File: src/rtl/dot_operand_server_pkg.sv
// Shared types and constants for the dot-product operand server.
package dot_operand_server_pkg;

  // Controller phases: load operands, kick the engine, wait for it, hand off the result.
  typedef enum logic [1:0] {
    LOAD  = 2'b00,
    KICK  = 2'b01,
    BUSY  = 2'b10,
    DRAIN = 2'b11
  } state_t;

  // Every bit of the captured result register comes out of reset at this value.
  localparam logic OUT_DATA_RST_BIT = 1'b0;

endpackage

File: src/rtl/dot_operand_server_operand_buffer.sv
// Operand storage: one write port, one zero-latency read port that returns 0
// for any address at or beyond the number of loaded entries.
module operand_buffer
  import dot_operand_server_pkg::*;
#(
  parameter int DATA_WIDTH = 32,
  parameter int ADDR_WIDTH = 10,
  parameter int DEPTH      = 64
) (
  input  logic                  clk,
  input  logic                  we,
  input  logic [ADDR_WIDTH-1:0] waddr,
  input  logic [DATA_WIDTH-1:0] wdata,
  input  logic [ADDR_WIDTH-1:0] count,
  input  logic [ADDR_WIDTH-1:0] raddr,
  output logic [DATA_WIDTH-1:0] rdata
);

  localparam int IDX_W = (DEPTH > 1) ? $clog2(DEPTH) : 1;
  localparam logic [ADDR_WIDTH-1:0] DEPTH_A = ADDR_WIDTH'(DEPTH);

  logic [DATA_WIDTH-1:0] mem [DEPTH];

  // Storage write; the bound check keeps a stray write from ever landing past the array.
  always_ff @(posedge clk) begin
    if (we && (waddr < DEPTH_A)) begin
      mem[waddr[IDX_W-1:0]] <= wdata;
    end
  end

  // Range-guarded read: unloaded and out-of-range addresses read as zero.
  always_comb begin
    rdata = '0;
    if (raddr < count) begin
      rdata = mem[raddr[IDX_W-1:0]];
    end
  end

endmodule

File: src/rtl/dot_operand_server.sv
// Operand-side responder for the dot-product engine: loads (patch, filter)
// pairs, starts the engine, serves its reads and hands the result downstream.
module dot_operand_server
  import dot_operand_server_pkg::*;
#(
  parameter int DATA_WIDTH = 32,
  parameter int ADDR_WIDTH = 10,
  parameter int DEPTH      = 64
) (
  input  logic                  clk,
  input  logic                  rst,
  input  logic                  in_valid,
  output logic                  in_ready,
  input  logic [DATA_WIDTH-1:0] in_patch,
  input  logic [DATA_WIDTH-1:0] in_filter,
  input  logic                  in_last,
  output logic                  start,
  output logic [ADDR_WIDTH-1:0] vec_length,
  input  logic [ADDR_WIDTH-1:0] patch_addr,
  input  logic [ADDR_WIDTH-1:0] filter_addr,
  output logic [DATA_WIDTH-1:0] patch_data,
  output logic [DATA_WIDTH-1:0] filter_data,
  input  logic                  done,
  input  logic [DATA_WIDTH-1:0] result,
  output logic                  out_valid,
  input  logic                  out_ready,
  output logic [DATA_WIDTH-1:0] out_data
);

  localparam logic [ADDR_WIDTH-1:0] DEPTH_A = ADDR_WIDTH'(DEPTH);
  localparam logic [ADDR_WIDTH-1:0] ONE_A   = ADDR_WIDTH'(1);

  state_t                state_q;
  state_t                state_d;
  logic [ADDR_WIDTH-1:0] count_q;
  logic [ADDR_WIDTH-1:0] count_inc;
  logic [ADDR_WIDTH-1:0] vec_length_q;
  logic                  out_valid_q;
  logic [DATA_WIDTH-1:0] out_data_q;
  logic                  load_fire;
  logic                  vec_end;

  assign count_inc = count_q + ONE_A;
  assign load_fire = in_valid && in_ready;
  // A vector closes on in_last or when the buffers fill; the fill case ignores in_last.
  assign vec_end   = in_last || (count_inc == DEPTH_A);

  // State register.
  always_ff @(posedge clk or posedge rst) begin
    if (rst) begin
      state_q <= LOAD;
    end else begin
      state_q <= state_d;
    end
  end

  // Next-state and handshake outputs.
  always_comb begin
    state_d  = state_q;
    in_ready = 1'b0;
    start    = 1'b0;
    case (state_q)
      LOAD: begin
        in_ready = 1'b1;
        if (in_valid && vec_end) state_d = KICK;
      end
      KICK: begin
        start   = 1'b1;
        state_d = BUSY;
      end
      BUSY: begin
        if (done) state_d = DRAIN;
      end
      DRAIN: begin
        if (out_ready) state_d = LOAD;
      end
      default: state_d = LOAD;
    endcase
  end

  // Load counter, latched vector length and captured result.
  always_ff @(posedge clk or posedge rst) begin
    if (rst) begin
      count_q      <= '0;
      vec_length_q <= '0;
      out_valid_q  <= 1'b0;
      out_data_q   <= {DATA_WIDTH{OUT_DATA_RST_BIT}};
    end else begin
      if (load_fire) begin
        count_q <= count_inc;
        if (vec_end) vec_length_q <= count_inc;
      end
      if ((state_q == BUSY) && done) begin
        out_data_q  <= result;
        out_valid_q <= 1'b1;
      end
      if ((state_q == DRAIN) && out_ready) begin
        out_valid_q  <= 1'b0;
        count_q      <= '0;
        vec_length_q <= '0;
      end
    end
  end

  assign vec_length = vec_length_q;
  assign out_valid  = out_valid_q;
  assign out_data   = out_data_q;

  operand_buffer #(
    .DATA_WIDTH (DATA_WIDTH),
    .ADDR_WIDTH (ADDR_WIDTH),
    .DEPTH      (DEPTH)
  ) u_patch_buf (
    .clk   (clk),
    .we    (load_fire),
    .waddr (count_q),
    .wdata (in_patch),
    .count (count_q),
    .raddr (patch_addr),
    .rdata (patch_data)
  );

  operand_buffer #(
    .DATA_WIDTH (DATA_WIDTH),
    .ADDR_WIDTH (ADDR_WIDTH),
    .DEPTH      (DEPTH)
  ) u_filter_buf (
    .clk   (clk),
    .we    (load_fire),
    .waddr (count_q),
    .wdata (in_filter),
    .count (count_q),
    .raddr (filter_addr),
    .rdata (filter_data)
  );

endmodule

File: config.mk
export PLATFORM = sky130hd
export DESIGN_NAME = dot_operand_server
export DESIGN_NICKNAME = d
export VERILOG_FILES = /design/src/rtl/dot_operand_server_pkg.sv /design/src/rtl/dot_operand_server_operand_buffer.sv /design/src/rtl/dot_operand_server.sv
export SDC_FILE = /design/constraint.sdc
export NUM_CORES = 2
export LEC_CHECK = 0
export ABC_AREA = 1
export BUFFER_PORTS_ARGS = -buffer_cell sky130_fd_sc_hd__buf_4
export CAP_MARGIN = 20
export CELL_PAD_IN_SITES_DETAIL_PLACEMENT = 1
export CELL_PAD_IN_SITES_GLOBAL_PLACEMENT = 1
export CORE_AREA = 3 3 657 659
export CTS_CLUSTER_SIZE = 20
export DETAILED_ROUTE_END_ITERATION = 12
export DIE_AREA = 0 0 660 662
export PLACE_DENSITY_LB_ADDON = 0.1
export REMOVE_ABC_BUFFERS = 1
export SYNTH_ARGS = -nofsm -noshare
export SYNTH_HDL_FRONTEND = slang
export SYNTH_SLANG_ARGS = --single-unit
File: constraint.sdc
create_clock -name clk -period 11.5 [get_ports clk]
set_input_delay 1.15 -clock clk [delete_from_list [all_inputs] [get_ports clk]]
set_output_delay 1.15 -clock clk [all_outputs]
set_load 0.02 [all_outputs]
==> impl_results.rst <==
.. list-table::
   :header-rows: 1

   * - Metric
     - Value
   * - Result of the run
     - completed
   * - Pin slew with the least headroom to its limit
     - 1.239 ns
   * - Maximum achievable frequency
     - 0.1491 GHz
   * - Worst slew slack as a fraction of its limit
     - 17.37%
   * - Cell type of the slowest stage on the worst timing path
     - sky130_fd_sc_hd__buf_4
   * - Site row count
     - 240
   * - Cell family with most CP delay
     - buffers and inverters
   * - Worst EP required
     - 10.35 ns
   * - Number of setup violations in the final report
     - 0
   * - Top-level port count
     - 231
   * - Crit path buffers/inverters
     - 5
   * - Kind of critical path
     - primary input to output pin
   * - Hold buffer count at cts
     - 0
   * - Flip-flop and latch count after synthesis
     - 4151
   * - Overall die width
     - 660 um
   * - Worst-Skew Late Latency
     - 1.02 ns
   * - Placed instance count
     - 18890
   * - TritonCTS clock tree
     - done
   * - Antenna violations before repair
     - 27
   * - Area share of the leading cell type in the synthesized netlist
     - 74.18%
   * - Overall via count from detail_route
     - 113900
   * - Vias in the first global route
     - 116200
   * - Estimated wirelength of the detail-placed design
     - 303300 um
   * - Ratio of cells with drive above 1 in the final layout
     - 8.686%
   * - Largest incremental delay on the critical path
     - 0.93 ns
   * - Synth area leader
     - sky130_fd_sc_hd__edfxtp_1
   * - Number of enable flip-flop cells after synthesis
     - 4096
   * - YS warnings
     - 0
   * - Post-CTS setup-driven buffer insertion count
     - 0
   * - WL per Instance
     - 30.85 um
   * - Initial Utilization
     - 38.86%
   * - Number of DRC markers after the initial detailed-route iteration
     - 10730
   * - Fin util
     - 44.06%
   * - Post-synth top flop
     - sky130_fd_sc_hd__edfxtp_1
   * - Final WL
     - 609000 um
   * - Post-route insts no fill
     - 19740
   * - Maximum capacitance violations
     - 0
   * - Post-layout net count
     - 13810
   * - Count of different cell masters after synthesis
     - 32
   * - Total iterations of the first detailed-routing run
     - 6
   * - Mean cell area of the mapped netlist
     - 12.19 um^2
   * - Sequential element share of the synthesized area
     - 75.01%
   * - Overflow left after global routing
     - 0
   * - Total leakage power
     - 65.42 nW
   * - Post-CTS sizing
     - 0
   * - Fraction of registers with async set/reset
     - 1.325%
   * - Max H-tree Level
     - 5
   * - Signal arrival time at the worst endpoint
     - 5.56 ns
   * - DRC violation count after routing
     - 0
   * - Gate count of the mapped netlist
     - 13600
   * - Synthesized cell area
     - 165800 um^2
   * - Reg clk slew, reported paths
     - 0.06 ns
   * - CTS buffer count
     - 452
   * - Global placement routability congestion
     - 0.7657
   * - Clock root cell
     - sky130_fd_sc_hd__clkbuf_16
   * - Vertical extent of the die
     - 662 um
   * - First-pass GRT wire length
     - 858900 um
   * - Cell breakdown of the critical path
     - buf_8 > buf_4 > buf_12 > buf_4 > nand2_1 > nand3_1 > nand3_1 > nand3_1 > nand3_1 > nand3_1 > nand2_1 > nor2_1 > buf_4
   * - Dominant cells by area after synthesis
     - sky130_fd_sc_hd__edfxtp_1 (74%), sky130_fd_sc_hd__nand3_1 (12%), sky130_fd_sc_hd__nand2_1 (9.6%), sky130_fd_sc_hd__buf_2 (1.2%), sky130_fd_sc_hd__dfrtp_1 (0.83%)
   * - Total core area
     - 426700 um^2
   * - Number of hold-slack violations in the final timing report
     - 0
   * - Antenna-violating nets left
     - 0
   * - Leading cell type in the layout, fill and taps excluded
     - sky130_fd_sc_hd__nand2_1
   * - Period utilization
     - 58.32%
   * - Number of port buffers
     - 230
   * - Areal power density over the cells
     - 181.5 nW/um^2
   * - Maximum net fanout on the critical path
     - 178
   * - Via density per instance
     - 5.769
   * - Path type of the worst min-delay path
     - primary input to flop
   * - Die ar.
     - 436900 um^2
   * - Largest net degree at the start of global routing
     - 249
   * - Shortest period the worst path allows
     - 6.707 ns
   * - Most frequent cell on the critical path
     - sky130_fd_sc_hd__nand3_1
   * - Sinks on the clock net
     - 4151
   * - Synthesis-to-layout area growth
     - 13.39%
   * - Clock Tree Buf Depth
     - 4
   * - Most frequent cells in the layout
     - sky130_fd_sc_hd__nand2_1 (4229), sky130_fd_sc_hd__edfxtp_1 (4096), sky130_fd_sc_hd__nand3_1 (3909)
   * - Fin Hold WS
     - 0.3296 ns
   * - Kind of launch point of the worst setup path
     - primary input
   * - CP Capture Type
     - output pin
   * - All-Layer GR Usage
     - 27.30%
   * - Unrepaired setup endpoints after global routing
     - no
   * - Maximum vdd drop
     - 135.2 uV
   * - Worst Skew
     - 0.03570 ns
   * - Final max-slew violation count
     - 0
[Yosys cell counts, types with 3 or more instances]
| master | instances |
|---|---|
| sky130_fd_sc_hd__inv_2 | 6 |
| sky130_fd_sc_hd__nor2_1 | 205 |
| sky130_fd_sc_hd__o21ai_0 | 74 |
| sky130_fd_sc_hd__o22ai_1 | 34 |
| sky130_fd_sc_hd__ha_1 | 23 |
| sky130_fd_sc_hd__nand2_1 | 4229 |
| sky130_fd_sc_hd__clkbuf_1 | 366 |
| sky130_fd_sc_hd__edfxtp_1 | 4096 |
| sky130_fd_sc_hd__buf_2 | 411 |
| sky130_fd_sc_hd__buf_4 | 13 |
| sky130_fd_sc_hd__buf_1 | 116 |
| sky130_fd_sc_hd__inv_1 | 32 |
| sky130_fd_sc_hd__nand3_2 | 3 |
| sky130_fd_sc_hd__nand3_1 | 3909 |
| sky130_fd_sc_hd__a21oi_1 | 10 |
| sky130_fd_sc_hd__dfrtp_1 | 55 |
[flip-flops by register name, summed over array words and instances (netlist names)]
register,cells
count_q,10
out_data,32
out_valid,1
state_q,2
u_filter_buf.mem,2048
u_patch_buf.mem,2048
vec_length,10
[power by group]
group / switching (mW) / internal, mW
clock: 6.07 / 7.99
sequential: 0.112 / 16.9
combinational: 2.28 / 0.765
total: 8.46 / 25.7
[tightest hold or removal path: stages]
cell	delay (ns)
sky130_fd_sc_hd__buf_4	0.07
sky130_fd_sc_hd__nand2_1	0.04
sky130_fd_sc_hd__nand2_1	0.04
[path summary, 6_finish.rpt]
| check | from | depth (start not counted) | slack [ns] | end |
|---|---|---|---|---|
| max in group asynchronous | rst | 3 | 10.42 | count_q[4]$_DFFE_PP0P_ |
| min in group asynchronous | rst | 3 | 0.37 | out_data[21]$_DFFE_PP0P_ |
| worst min-delay path | result[28] | 3 | 0.33 | out_data[28]$_DFFE_PP0P_ |
| worst min register to register | out_data[25]$_DFFE_PP0P_ | 2 | 0.49 | out_data[25]$_DFFE_PP0P_ |
| worst max-delay path | patch_addr[0] | 13 | 4.79 | patch_data[13] |
| worst max register to register | state_q[0]$_DFFE_PP0P_ | 10 | 6.05 | u_filter_buf.mem[43][18]$_DFFE_PP_ |
[per-stage QoR]
step | area (um^2) | worst slack (ns) | power (mW) | setup TNS (ns)
2_1_floorplan | 161800 | -0.2054 | 18.85 | -7.116
3_3_place_gp | 173600 | 4.856 | 20.34 | 0
3_5_place_dp | 173800 | 4.868 | 20.42 | 0
4_1_cts | 187900 | 4.851 | 34.44 | 0
5_1_grt | 188000 | 4.448 | 35.27 | 0
6_report | 188000 | 4.793 | 34.13 | 0
[area by class of cell]
type                       count  area, um^2
sequential                  4151      124400
clock inverter               265        2187
antenna                        9       22.52
clock buffer                 574       11950
inverter                      40       224.0
tap                         5687        7116
fill                       44060      238700
multi-input combinational   8506       37820
timing repair buffer         510        4324
[cells by family (layout without fill, tap and decap cells)]
logic type / after synthesis / in the layout / synth area share, %
other: 0 / 9 / 0
buffers and inverters: 947 / 1389 / 2.489
adders and majority gates: 23 / 23 / 0.1736
xor gates and xnor gates: 1 / 1 / 0.005283
AOI/OAI and AO/OA: 128 / 128 / 0.4324
and+or+nand+nor: 8354 / 8354 / 21.89
DFF: 4151 / 4151 / 75.01
[routing by layer]
layer  track usage, %  routed length [um]
met1            36.21              257600
met2            46.86              296400
met3            2.906               32870
met4            9.215               22050
met5                0                  31
Power figures use the tool's default switching activity.
